## config.mk

```make
export PLATFORM = sky130hd
export DESIGN_NAME = cache_miss_engine
export DESIGN_NICKNAME = d
export VERILOG_FILES = /design/src/rtl/cache_miss_engine_pkg.sv /design/src/rtl/cache_miss_engine_line_word_merge.sv /design/src/rtl/cache_miss_engine.sv
export SDC_FILE = /design/constraint.sdc
export NUM_CORES = 1
export LEC_CHECK = 0
export CELL_PAD_IN_SITES_DETAIL_PLACEMENT = 0
export CELL_PAD_IN_SITES_GLOBAL_PLACEMENT = 1
export CORE_AREA = 5 5 251 253
export DETAILED_ROUTE_END_ITERATION = 6
export DIE_AREA = 0 0 256 258
export PLACE_DENSITY_LB_ADDON = 0.1
export SLEW_MARGIN = 20
export SYNTH_ARGS = -nofsm -noshare
export SYNTH_HDL_FRONTEND = slang
export SYNTH_SLANG_ARGS = --single-unit
```

## constraint.sdc

```tcl
create_clock -name clk -period 8.1 [get_ports clk]
set_input_delay 1.62 -clock clk [delete_from_list [all_inputs] [get_ports clk]]
set_output_delay 1.62 -clock clk [all_outputs]
set_load 0.01 [all_outputs]
```

## src/rtl/cache_miss_engine_pkg.sv

```systemverilog
// rtl/cache_miss_engine_pkg.sv - shared widths, address slicing and FSM states for the cache miss engine
`define CACHE_OFFSET(a) a[3:2]
`define CACHE_INDEX(a)  a[4 +: includes::CACHE_INDEX_W]
`define CACHE_TAG(a)    a[31 -: includes::W_CTAG]

package includes;
    localparam int CACHE_INDEX_W  = 6;
    localparam int W_WORD         = 32;
    localparam int WORDS_PER_LINE = 4;
    localparam int W_DATA         = W_WORD * WORDS_PER_LINE;
    localparam int W_CTAG         = 32 - 4 - CACHE_INDEX_W;

    typedef enum logic [1:0] {
        IDLE,
        WB,
        FILL,
        INSTALL
    } state_e;
endpackage

```

## src/rtl/cache_miss_engine_line_word_merge.sv

```systemverilog
// rtl/cache_miss_engine_line_word_merge.sv - replaces one 32-bit word of a cache line
module line_word_merge
    import includes::*;
(
    input  logic [W_DATA-1:0] line,
    input  logic [1:0]        offset,
    input  logic [W_WORD-1:0] word,
    output logic [W_DATA-1:0] merged
);

    always_comb begin
        merged = line;
        merged[offset * W_WORD +: W_WORD] = word;
    end

endmodule

```

## src/rtl/cache_miss_engine.sv

```systemverilog
// rtl/cache_miss_engine.sv - cache control FSM: hit lookup, dirty write-back, 4-beat fill and install
module cache_miss_engine
    import includes::*;
(
    input  logic                     clk,
    input  logic                     rst,
    input  logic                     cpu_req,
    input  logic                     cpu_we,
    input  logic [31:0]              cpu_addr,
    input  logic [31:0]              cpu_wdata,
    output logic                     cpu_ready,
    output logic [31:0]              cpu_rdata,
    output logic [CACHE_INDEX_W-1:0] set_index,
    output logic [W_CTAG-1:0]        set_ctag,
    output logic                     set_rd,
    output logic                     set_we,
    output logic                     set_wp,
    output logic                     set_wd,
    output logic [W_CTAG-1:0]        set_ctag_w,
    output logic [W_DATA-1:0]        set_data_w,
    input  logic                     set_hit,
    input  logic [W_DATA-1:0]        set_h_data,
    input  logic                     set_r_dirty,
    input  logic [W_CTAG-1:0]        set_r_ctag,
    input  logic [W_DATA-1:0]        set_r_data,
    output logic                     mem_req,
    output logic                     mem_we,
    output logic [31:0]              mem_addr,
    output logic [31:0]              mem_wdata,
    input  logic                     mem_ready,
    input  logic [31:0]              mem_rdata
);

    state_e            state;
    logic [1:0]        beat;
    logic [31:0]       lat_addr;
    logic [31:0]       lat_wdata;
    logic              lat_we;
    logic [W_CTAG-1:0] vic_ctag;
    logic [W_DATA-1:0] vic_data;
    logic [W_DATA-1:0] line_buf;

    logic              idle;
    logic [31:0]       addr_sel;
    logic [1:0]        offset;
    logic [W_DATA-1:0] merge_line;
    logic [W_WORD-1:0] merge_word;
    logic [W_DATA-1:0] merged;
    logic              addr_unused;

    assign idle        = (state == IDLE);
    assign addr_sel    = idle ? cpu_addr : lat_addr;
    assign offset      = `CACHE_OFFSET(addr_sel);
    assign set_index   = `CACHE_INDEX(addr_sel);
    assign set_ctag    = `CACHE_TAG(addr_sel);
    assign addr_unused = ^addr_sel[1:0];

    // One merger serves both the write-hit path (IDLE) and the store-miss install.
    assign merge_line = idle ? set_h_data : line_buf;
    assign merge_word = idle ? cpu_wdata  : lat_wdata;

    line_word_merge u_merge (
        .line   (merge_line),
        .offset (offset),
        .word   (merge_word),
        .merged (merged)
    );

    assign cpu_rdata = merge_line[offset * W_WORD +: W_WORD];

    always_comb begin
        cpu_ready  = 1'b0;
        set_rd     = 1'b0;
        set_we     = 1'b0;
        set_wp     = 1'b0;
        set_wd     = 1'b0;
        set_ctag_w = set_ctag;
        set_data_w = merged;
        mem_req    = 1'b0;
        mem_we     = 1'b0;
        mem_addr   = {addr_sel[31:4], beat, 2'b00};
        mem_wdata  = vic_data[beat * W_WORD +: W_WORD];
        if (!rst) begin
            case (state)
                IDLE: begin
                    if (cpu_req && set_hit) begin
                        set_rd    = 1'b1;
                        cpu_ready = 1'b1;
                        if (cpu_we) begin
                            set_we = 1'b1;
                            set_wd = 1'b1;
                        end
                    end
                end
                WB: begin
                    mem_req  = 1'b1;
                    mem_we   = 1'b1;
                    mem_addr = {vic_ctag, `CACHE_INDEX(addr_sel), beat, 2'b00};
                end
                FILL: begin
                    mem_req = 1'b1;
                end
                INSTALL: begin
                    set_we     = 1'b1;
                    set_wp     = 1'b1;
                    set_wd     = lat_we;
                    set_data_w = lat_we ? merged : line_buf;
                    cpu_ready  = 1'b1;
                end
                default: ;
            endcase
        end
    end

    always_ff @(posedge clk) begin
        if (rst) begin
            state     <= IDLE;
            beat      <= 2'd0;
            lat_addr  <= '0;
            lat_wdata <= '0;
            lat_we    <= 1'b0;
            vic_ctag  <= '0;
            vic_data  <= '0;
            line_buf  <= '0;
        end else begin
            case (state)
                IDLE: begin
                    if (cpu_req && !set_hit) begin
                        lat_addr  <= cpu_addr;
                        lat_wdata <= cpu_wdata;
                        lat_we    <= cpu_we;
                        vic_ctag  <= set_r_ctag;
                        vic_data  <= set_r_data;
                        beat      <= 2'd0;
                        state     <= set_r_dirty ? WB : FILL;
                    end
                end
                WB: begin
                    if (mem_ready) begin
                        beat <= beat + 2'd1;
                        if (beat == 2'd3) state <= FILL;
                    end
                end
                FILL: begin
                    if (mem_ready) begin
                        line_buf[beat * W_WORD +: W_WORD] <= mem_rdata;
                        beat <= beat + 2'd1;
                        if (beat == 2'd3) state <= INSTALL;
                    end
                end
                INSTALL: state <= IDLE;
                default: state <= IDLE;
            endcase
        end
    end

endmodule

```

== Yosys cells after proc, flatten, opt, wreduce, memory -nomap -nowiden ==
Index checks and enable logic that the tools add are counted.
Word-level totals
  register bits: 347
  logic and storage cells: 74
  output and inout bits: 281
  bits of input ports: 381
Operators by class
  multiplexer cells: 37
  shift-type cells: 6
  reductions and logical operators: 10
  eq/ne operators: 10
  add/subtract/negate cells: 3
Operators by type and width (number)
  $mux 128: 4
  $bwmux 128: 2
  $shift 32x34->128 const A: 2
  $shiftx 128x8->32: 2
  $shiftx 32x34->128: 2
  $mux 32: 4
  $neg 7->34: 2
  $mux 2: 8
  $mux 1: 14
  $ne 2x2->1 const B: 4
  $pmux 2 s4: 1
  $eq 2x2->1 const B: 3
  $pmux 1 s2: 3
  $reduce_and 5->1: 1
  $ne 2x1->1 const B: 2
  $pmux 2 s2: 1
  $reduce_and 2->1: 2
  $reduce_and 3->1: 1
  $add 2x1->2 const B: 1
  $eq 2x1->1 const B: 1
  $logic_and 1x1->1: 2
  $logic_not 2->1: 1
  $reduce_bool 2->1: 1
  $reduce_or 2->1: 1
  $logic_not 1->1: 1

== Longest topological paths before layout ==
Gate-level depths: netlist of the first run.
  word-level depth: 8
  mapped depth: 13
  depth with buffers taken out: 9

== Hierarchy ==
From an unflattened synthesis of the first run, not the netlist that was laid out.
Unflattened totals
  cell total of the unflattened synthesis: 2344
  area, all modules: 20118.0 um^2
Modules (own cells, without submodules)
  cache_miss_engine: seq. area each 6906.6 um^2, area each 18351.4 um^2, cells an instance 2106, instances 1
  line_word_merge: seq. area each 0.0 um^2, area each 1766.7 um^2, cells an instance 238, instances 1

== Least setup slack after synthesis of the first run ==
OpenSTA, ideal clock, no wires.
  path kind: input port to output port
  start point: in cpu_addr[3]
  end point: out set_data_w[34]
  arrival time: 3.372 ns
  path buffers: 3
  stages: 9
  required time: 6.480 ns
  path slack: 3.108 ns
  cells stage by stage: mux2_2 > buf_2 > clkbuf_1 > ha_1 > nor2_1 > nand3_1 > buf_2 > o221ai_1 > o21a_1
On the way
  longest elaborated chain between the ends: 7
  elaborated cells between the ends (all ways): 8
RTL lines
  start: declaration: line cache_miss_engine.sv:9  | input logic [31:0] cpu_addr,
  $mux 32 *: line cache_miss_engine.sv:52  | assign addr_sel = idle ? cpu_addr : lat_addr;
  $neg 7->34 *: line cache_miss_engine_line_word_merge.sv:13  | merged[offset * W_WORD +: W_WORD] = word;
  $shiftx 32x34->128 / $shift 32x34->128 (equally long branches): line cache_miss_engine_line_word_merge.sv:13
  $bwmux 128 *: line cache_miss_engine_line_word_merge.sv:13
  $mux 128: line cache_miss_engine.sv:107  | set_data_w = lat_we ? merged : line_buf;
  $mux 128: line cache_miss_engine.sv:84  | case (state)
  $mux 128 *: line cache_miss_engine.sv:83  | if (!rst) begin
  end: declaration: line cache_miss_engine.sv:20  | output logic [W_DATA-1:0] set_data_w,
Mark *: on every way between the ends. The rest lies on a longest branch, timed or not.

== Worst setup path after layout of the first run ==
  start point: in cpu_addr[2]
  end point: out set_data_w[69]
The elaborated chain is that of the path after synthesis.

==> results of run 1 <==
-- metal layers --
metal	part of all wire	wire length (microns)
met1	0.39	33700
met3	0.079	6790
met4	0.032	2750
met2	0.50	42700
met5	0.0016	142
-- worst reg2reg max path, delay by kind of cell, from the launching register on --
| kind | cells | cell delay (ns) |
|---|---|---|
| buffers and inverters | 4 | 2.11 |
| adder cells (fa/ha/maj) | 1 | 0.71 |
| AND/OR/NAND/NOR | 3 | 0.73 |
| flip-flops | 1 | 0.34 |
| AO/OA/AOI/OAI | 1 | 0.16 |
-- kinds of logic (layout without fill, tap and decap cells) --
kind of cell,after synthesis,count (layout),share of synthesized area
flops,345,345,0.361
compound gates,575,575,0.191
other cells,1,18,0.000196
mux,280,280,0.175
fa+ha+maj,13,13,0.00851
simple gates,888,888,0.191
buf+inv,261,774,0.0735
-- final cells by class --
| type | count | area, sq um |
|---|---|---|
| timing repair buffer | 691 | 6890 |
| clock inverter | 9 | 60.1 |
| tap | 790 | 988 |
| antenna | 16 | 40.0 |
| sequential | 345 | 6910 |
| fill | 6115 | 33700 |
| multi-input combinational | 1758 | 10900 |
| inverter | 7 | 26.3 |
| clock buffer | 67 | 1310 |
-- path summary, 6_finish.rpt --
kind	slack, ns	endpoint	startpoint	cells after the start
min reg2reg	0.45	vic_ctag[6]$_SDFFE_PP0P_	vic_ctag[6]$_SDFFE_PP0P_	2
max	1.24	set_data_w[69]	cpu_addr[2]	9
min	0.45	vic_ctag[6]$_SDFFE_PP0P_	vic_ctag[6]$_SDFFE_PP0P_	2
max reg2reg	3.99	vic_data[90]$_SDFFE_PP0P_	state[0]$_SDFFE_PP0P_	9
-- state kept, by name, indices dropped and copies added (netlist names) --
signal     flops
vic_ctag      22
lat_wdata     32
beat           2
state          2
lat_we         1
lat_addr      30
vic_data     128
line_buf     128
-- power by group --
part / leakage [nW] / total, mW / switching (mW) / internal [mW]
sequential: 2.80 / 1.92 / 0.0842 / 1.84
clock: 0.680 / 1.88 / 0.771 / 1.11
combinational: 6.36 / 4.88 / 2.60 / 2.28
-- cells in the final DEF (no fill, tap or decap), types with 2 or more instances in the layout --
master	synthesis	routed
nand3_1	68	64
inv_1	7	7
ha_1	13	11
a21oi_1	248	248
o21a_1	32	32
or4_1	32	32
a22oi_1	129	129
clkinv_2	0	7
diode_2	0	16
nor2_1	202	200
nand2_1	561	561
o211ai_1	32	32
nor3_1	4	4
buf_12	3	4
clkbuf_16	0	44
mux4_2	32	32
dfxtp_1	345	343
nand2b_2	0	2
nor2_4	0	2
o21ai_1	23	23
mux2i_1	132	131
clkdlybuf4s50_1	0	656
clkbuf_1	96	11
nor2b_1	4	4
mux2_2	116	116
clkbuf_8	0	12
dfxtp_2	0	2
buf_4	42	30
o221ai_1	64	64
nand2b_4	0	2
nand3_2	2	6
conb_1	1	2
o21ai_0	41	41
-- metrics by stage --
| step | setup slack [ns] | total power [mW] | instance area (sq um) | hold slack, ns | std cells |
|---|---|---|---|---|---|
| floorplan | 3.11 | 4.69 | 19100 | 0.433 | 2364 |
| global placement | 1.22 | 6.82 | 25700 | 0.439 | 3591 |
| detailed placement | 1.21 | 6.86 | 25700 | 0.444 | 3591 |
| CTS | 1.19 | 8.77 | 27100 | 0.451 | 3667 |
| global route | 1.12 | 9.12 | 27100 | 0.465 | 3677 |
| finish | 1.24 | 8.68 | 27100 | 0.448 | 3683 |
==> flow_metrics.py, run 1 <==
metrics = {
    "place": {
        "gp_congestion": 0.832,
        "dpl.hpwl_mm": 58.7,
        "port_buffers": 657,
    },
    "drt": {
        "via_per_inst": 5.32,
        "drt_iter0_drc": 1107,
        "ant_nets": 0,
        "drt-pass1-iter-count": 5,
        "drc": 0,
        "vias": 19600,
        "avgRoutedWirePerCell_microns": 23.4,
        "wl_mm": 86.1,
    },
    "timing": {
        "maxSlewHeadroom": 0.222,
        "setup_violations": 0,
        "rsz0062_at_grt": "false",
        "maxClockFrequency_mhz": 146,
        "timing.final.crit_share": 0.847,
        "layout_min_cycle_time_ns": 6.86,
        "tns_ns": 0,
        "slew_viol_final": 0,
        "skew_ns": 0.0172,
        "worst_slew_pin_slew_ns": 1.17,
        "hold_viol_final": 0,
    },
    "floorplanning": {
        "fp.dieH_microns": 258,
        "start_util": 0.314,
        "die_x_microns": 256,
        "io_pins": 662,
        "rows": 91,
        "die_area_sq_um": 66000,
        "coreArea_sq_um": 60800,
    },
    "setup_path": {
        "arrival_ns": 5.24,
        "endpoint_kind": "output port",
        "required_ns": 6.48,
        "crit_path_start_kind": "input pin",
        "crit_slowest_cell": "clkdlybuf4s50_1",
        "setup.worst_path.class": "input pin to output port",
        "cp_num_buf_inv": 4,
        "path_max_fanout": 39,
        "worstPathCellList": "clkdlybuf4s50_1 > mux2i_4 > buf_4 > ha_1 > nor2_1 > o2111ai_4 > buf_4 > o221ai_1 > clkdlybuf4s50_1",
        "crit_path_max_incr_delay_ns": 0.62,
        "crit_family": "buffers and inverters",
    },
    "synth": {
        "synth_seq_area_share": 0.361,
        "synth_area_sq_um": 19100,
        "synth_top_area_share": 0.361,
        "synth-edff-count": 0,
        "synth.most_common_cell": "nand2_1",
        "ys_ff_latch": 345,
        "synthArstFlopShare": 0,
        "synth.avg_cell_area_sq_um": 8.09,
        "synth_top_area_cell": "dfxtp_1",
        "synth_common_cells": "nand2_1 (561), dfxtp_1 (345), a21oi_1 (248), nor2_1 (202), mux2i_1 (132)",
        "synth_cell_type_count": 45,
        "synth.area.top_cells": "dfxtp_1 (36%), nand2_1 (11%), mux2i_1 (6.9%)",
        "syn_inst": 2363,
        "ys_warn_count": 0,
        "yosys_most_used_dff": "dfxtp_1",
    },
    "power_and_ir_drop": {
        "power_leakage_nw": 9.84,
        "power_density_nw_per_um2": 320,
        "ir_drop_uv": 199,
    },
    "grt": {
        "grt_use_met1": 0.290,
        "use_met2": 0.430,
        "first_global_vias": 19300,
        "grtUsageTotal": 0.246,
        "grt_max_degree": 190,
        "top_usage_layer": "met2",
        "grt_pass1_wl_mm": 126,
        "grt_antenna_before_repair": 25,
        "grt_overflow_total": 0,
        "met3_usage": 0.0707,
    },
    "run": {
        "maxCapViolCount": 0,
    },
    "hold_path": {
        "hp-class": "register to register",
    },
    "clock_tree": {
        "cts_resized": 0,
        "clk_path_buf_depth": 3,
        "cts.sinks": 345,
        "cts_tree": "built",
        "cts-root-buf": "clkbuf_16",
        "holdBufCountCts": 0,
        "clk_latency_ns": 0.56,
        "clkTransAtPathRegs_ns": 0.05,
        "htreeDepth": 2,
        "cts_setup_buffers": 0,
        "numCtsBuffers": 43,
    },
    "layout": {
        "drive_gt1_frac": 0.0956,
        "syn2layout_area_growth_pct": 42.1,
        "utilization": 0.446,
        "nets": 3240,
    },
    "outcome": {
        "outcome": "finished clean",
    },
}
Note: power is estimated with default switching activity, not from simulation.
==> inputs of run 2 (changes only) <==
--- a/config.mk
+++ b/config.mk
@@ -7,9 +7,9 @@
 export LEC_CHECK = 0
 export CELL_PAD_IN_SITES_DETAIL_PLACEMENT = 0
 export CELL_PAD_IN_SITES_GLOBAL_PLACEMENT = 1
-export CORE_AREA = 5 5 251 253
+export CORE_AREA = 5 5 254 256
 export DETAILED_ROUTE_END_ITERATION = 6
-export DIE_AREA = 0 0 256 258
+export DIE_AREA = 0 0 259 261
 export PLACE_DENSITY_LB_ADDON = 0.1
 export SLEW_MARGIN = 20
 export SYNTH_ARGS = -nofsm -noshare
==> constraint.sdc (replaced) <==
create_clock -name clk -period 6.7 [get_ports clk]
set_input_delay 1.34 -clock clk [delete_from_list [all_inputs] [get_ports clk]]
set_output_delay 1.34 -clock clk [all_outputs]
set_load 0.01 [all_outputs]
==> run 2 against run 1 <==
  * Non-clock buffer count is 5 higher
  * Via count is 0.53% lower
  * Total power is 23% higher
  * Setup slack worse by 0.54 ns
  * Final cell count is 1.6% higher
  * Count of clock-buffer cells in the layout is 2 lower
  * Design area is 0.91% higher
  * Sequential power is 21% higher
  * Wire length is 0.15% higher
==> flow_metrics.py, run 2 (synthesized netlist as in run 1, its figures left out) <==
metrics = {
    "outcome": {
        "outcome": "finished clean",
    },
    "layout": {
        "drive_gt1_frac": 0.0972,
        "final_common_cell": "clkdlybuf4s50_1",
        "layout_common_cells": "clkdlybuf4s50_1 (656), nand2_1 (561), dfxtp_1 (343)",
        "nets": 3246,
        "reg_top3": "line_buf x128, vic_data x128, lat_wdata x32",
        "nFillCells": 6230,
        "syn2layout_area_growth_pct": 43.4,
    },
    "clock_tree": {
        "cts_tree": "built",
        "htreeDepth": 2,
        "cts_resized": 0,
        "clk_path_buf_depth": 3,
        "clk_latency_ns": 0.57,
        "clkTransAtPathRegs_ns": 0.05,
        "cts.sinks": 345,
        "numCtsBuffers": 44,
        "holdBufCountCts": 0,
        "cts_setup_buffers": 0,
        "cts-root-buf": "clkbuf_16",
    },
    "hold_path": {
        "hp-class": "register to register",
    },
    "floorplanning": {
        "die_x_microns": 259,
        "start_util": 0.307,
        "fp.dieH_microns": 261,
        "coreArea_sq_um": 62300,
        "rows": 92,
        "die_area_sq_um": 67600,
        "io_pins": 662,
    },
    "place": {
        "port_buffers": 657,
        "dpl.hpwl_mm": 60.2,
        "place_ws_ns": 0.778,
        "gp_congestion": 0.845,
    },
    "timing": {
        "rsz0062_at_grt": "false",
        "timing.final.crit_share": 0.895,
        "maxClockFrequency_mhz": 167,
        "tns_ns": 0,
        "setup_violations": 0,
        "maxSlewHeadroom": 0.265,
        "setup_ws_ns": 0.702,
        "layout_min_cycle_time_ns": 6.00,
        "skew_ns": 0.0218,
        "worst_slew_pin_slew_ns": 1.10,
        "hold_viol_final": 0,
        "slew_viol_final": 0,
    },
    "drt": {
        "avgRoutedWirePerCell_microns": 23.0,
        "via_per_inst": 5.20,
        "wl_mm": 86.2,
        "drt_iter0_drc": 1159,
        "vias": 19500,
        "drc": 0,
        "ant_nets": 0,
        "drt-pass1-iter-count": 7,
    },
    "power_and_ir_drop": {
        "ir_drop_uv": 290,
        "switching_share": 0.389,
        "p_comb_frac": 0.552,
        "clockPowerShare": 0.230,
        "power_density_nw_per_um2": 390,
        "power_leakage_nw": 9.92,
        "seq_power_share": 0.218,
        "internal-power_mw": 6.53,
        "switchingPower_mw": 4.15,
    },
    "grt": {
        "use_met2": 0.421,
        "met3_usage": 0.0686,
        "grtUsageTotal": 0.241,
        "grt_use_met1": 0.289,
        "grt_overflow_total": 0,
        "first_global_vias": 19300,
        "grt_pass1_wl_mm": 126,
        "top_usage_layer": "met2",
        "grt_max_degree": 200,
        "grt_antenna_before_repair": 28,
    },
    "setup_path": {
        "endpoint_kind": "output port",
        "required_ns": 5.36,
        "crit_path_start_kind": "input pin",
        "arrival_ns": 4.66,
        "path_max_fanout": 22,
        "setup.worst_path.class": "input pin to output port",
    },
    "run": {
        "maxCapViolCount": 0,
    },
}
## run 2: cell count changes in the layout (fill, tap and decap cells not counted), sizes merged
cell | before | now
bufinv | 0 | 5
clkinv | 8 | 5
diode | 16 | 15
clkbuf | 67 | 65
buf | 35 | 40
## run 2: area by class of cell
cell class | instances | area, sq um | share of cell area
antenna | 15 | 37.5 | 0.00137
timing repair buffer | 696 | 6960 | 0.254
sequential | 345 | 6910 | 0.252
tap | 846 | 1060 | 0.0386
multi-input combinational | 1758 | 10900 | 0.399
clock inverter | 11 | 195 | 0.00713
inverter | 7 | 26.3 | 0.000959
clock buffer | 65 | 1290 | 0.0471
## run 2: final timing paths
check        depth (start not counted)                 startpoint                        end  slack, ns
max                                 10                cpu_addr[3]            set_data_w[112]       0.70
min reg2reg                          2  lat_addr[12]$_SDFFE_PP0P_  lat_addr[12]$_SDFFE_PP0P_       0.45
min                                  2  lat_addr[12]$_SDFFE_PP0P_  lat_addr[12]$_SDFFE_PP0P_       0.45
max reg2reg                          7       beat[1]$_SDFFE_PP0P_  line_buf[82]$_SDFFE_PP0P_       3.07
## run 2: per-stage QoR
stage                     cell area (sq um)   util  instances  hold WS (ns)  power (mW)
after global placement                25800  0.415       3651         0.439        8.25
after floorplan                       19100      -       2364         0.433        5.67
final                                 27400  0.440       3743         0.450        10.7
after CTS                             27300  0.439       3727         0.452        10.8
after detailed placement              25800  0.415       3651         0.444        8.30
after global routing                  27400  0.440       3736         0.464        11.3
## run 2: power groups by stage
stage	registers (mW)	clock network (mW)	logic [mW]
2_1_floorplan	2.33	0	3.34
3_3_place_gp	2.36	0	5.89
3_5_place_dp	2.37	0	5.93
4_1_cts	2.33	2.53	5.95
5_1_grt	2.35	2.61	6.30
6_report	2.33	2.45	5.90
## run 2: critical path, stage by stage
cell	delay (ns)
clkdlybuf4s50_1	0.56
mux2_2	0.36
inv_1	0.12
ha_1	0.22
nand2b_2	0.60
buf_4	0.42
nor2_1	0.12
mux2i_1	0.08
o21ai_1	0.23
clkdlybuf4s50_1	0.59
## run 2: routing by layer
layer,up-vias,share of wire
met5,-,0.0019
met4,24,0.026
met3,140,0.084
met2,690,0.49
met1,9333,0.40
li1,9289,-
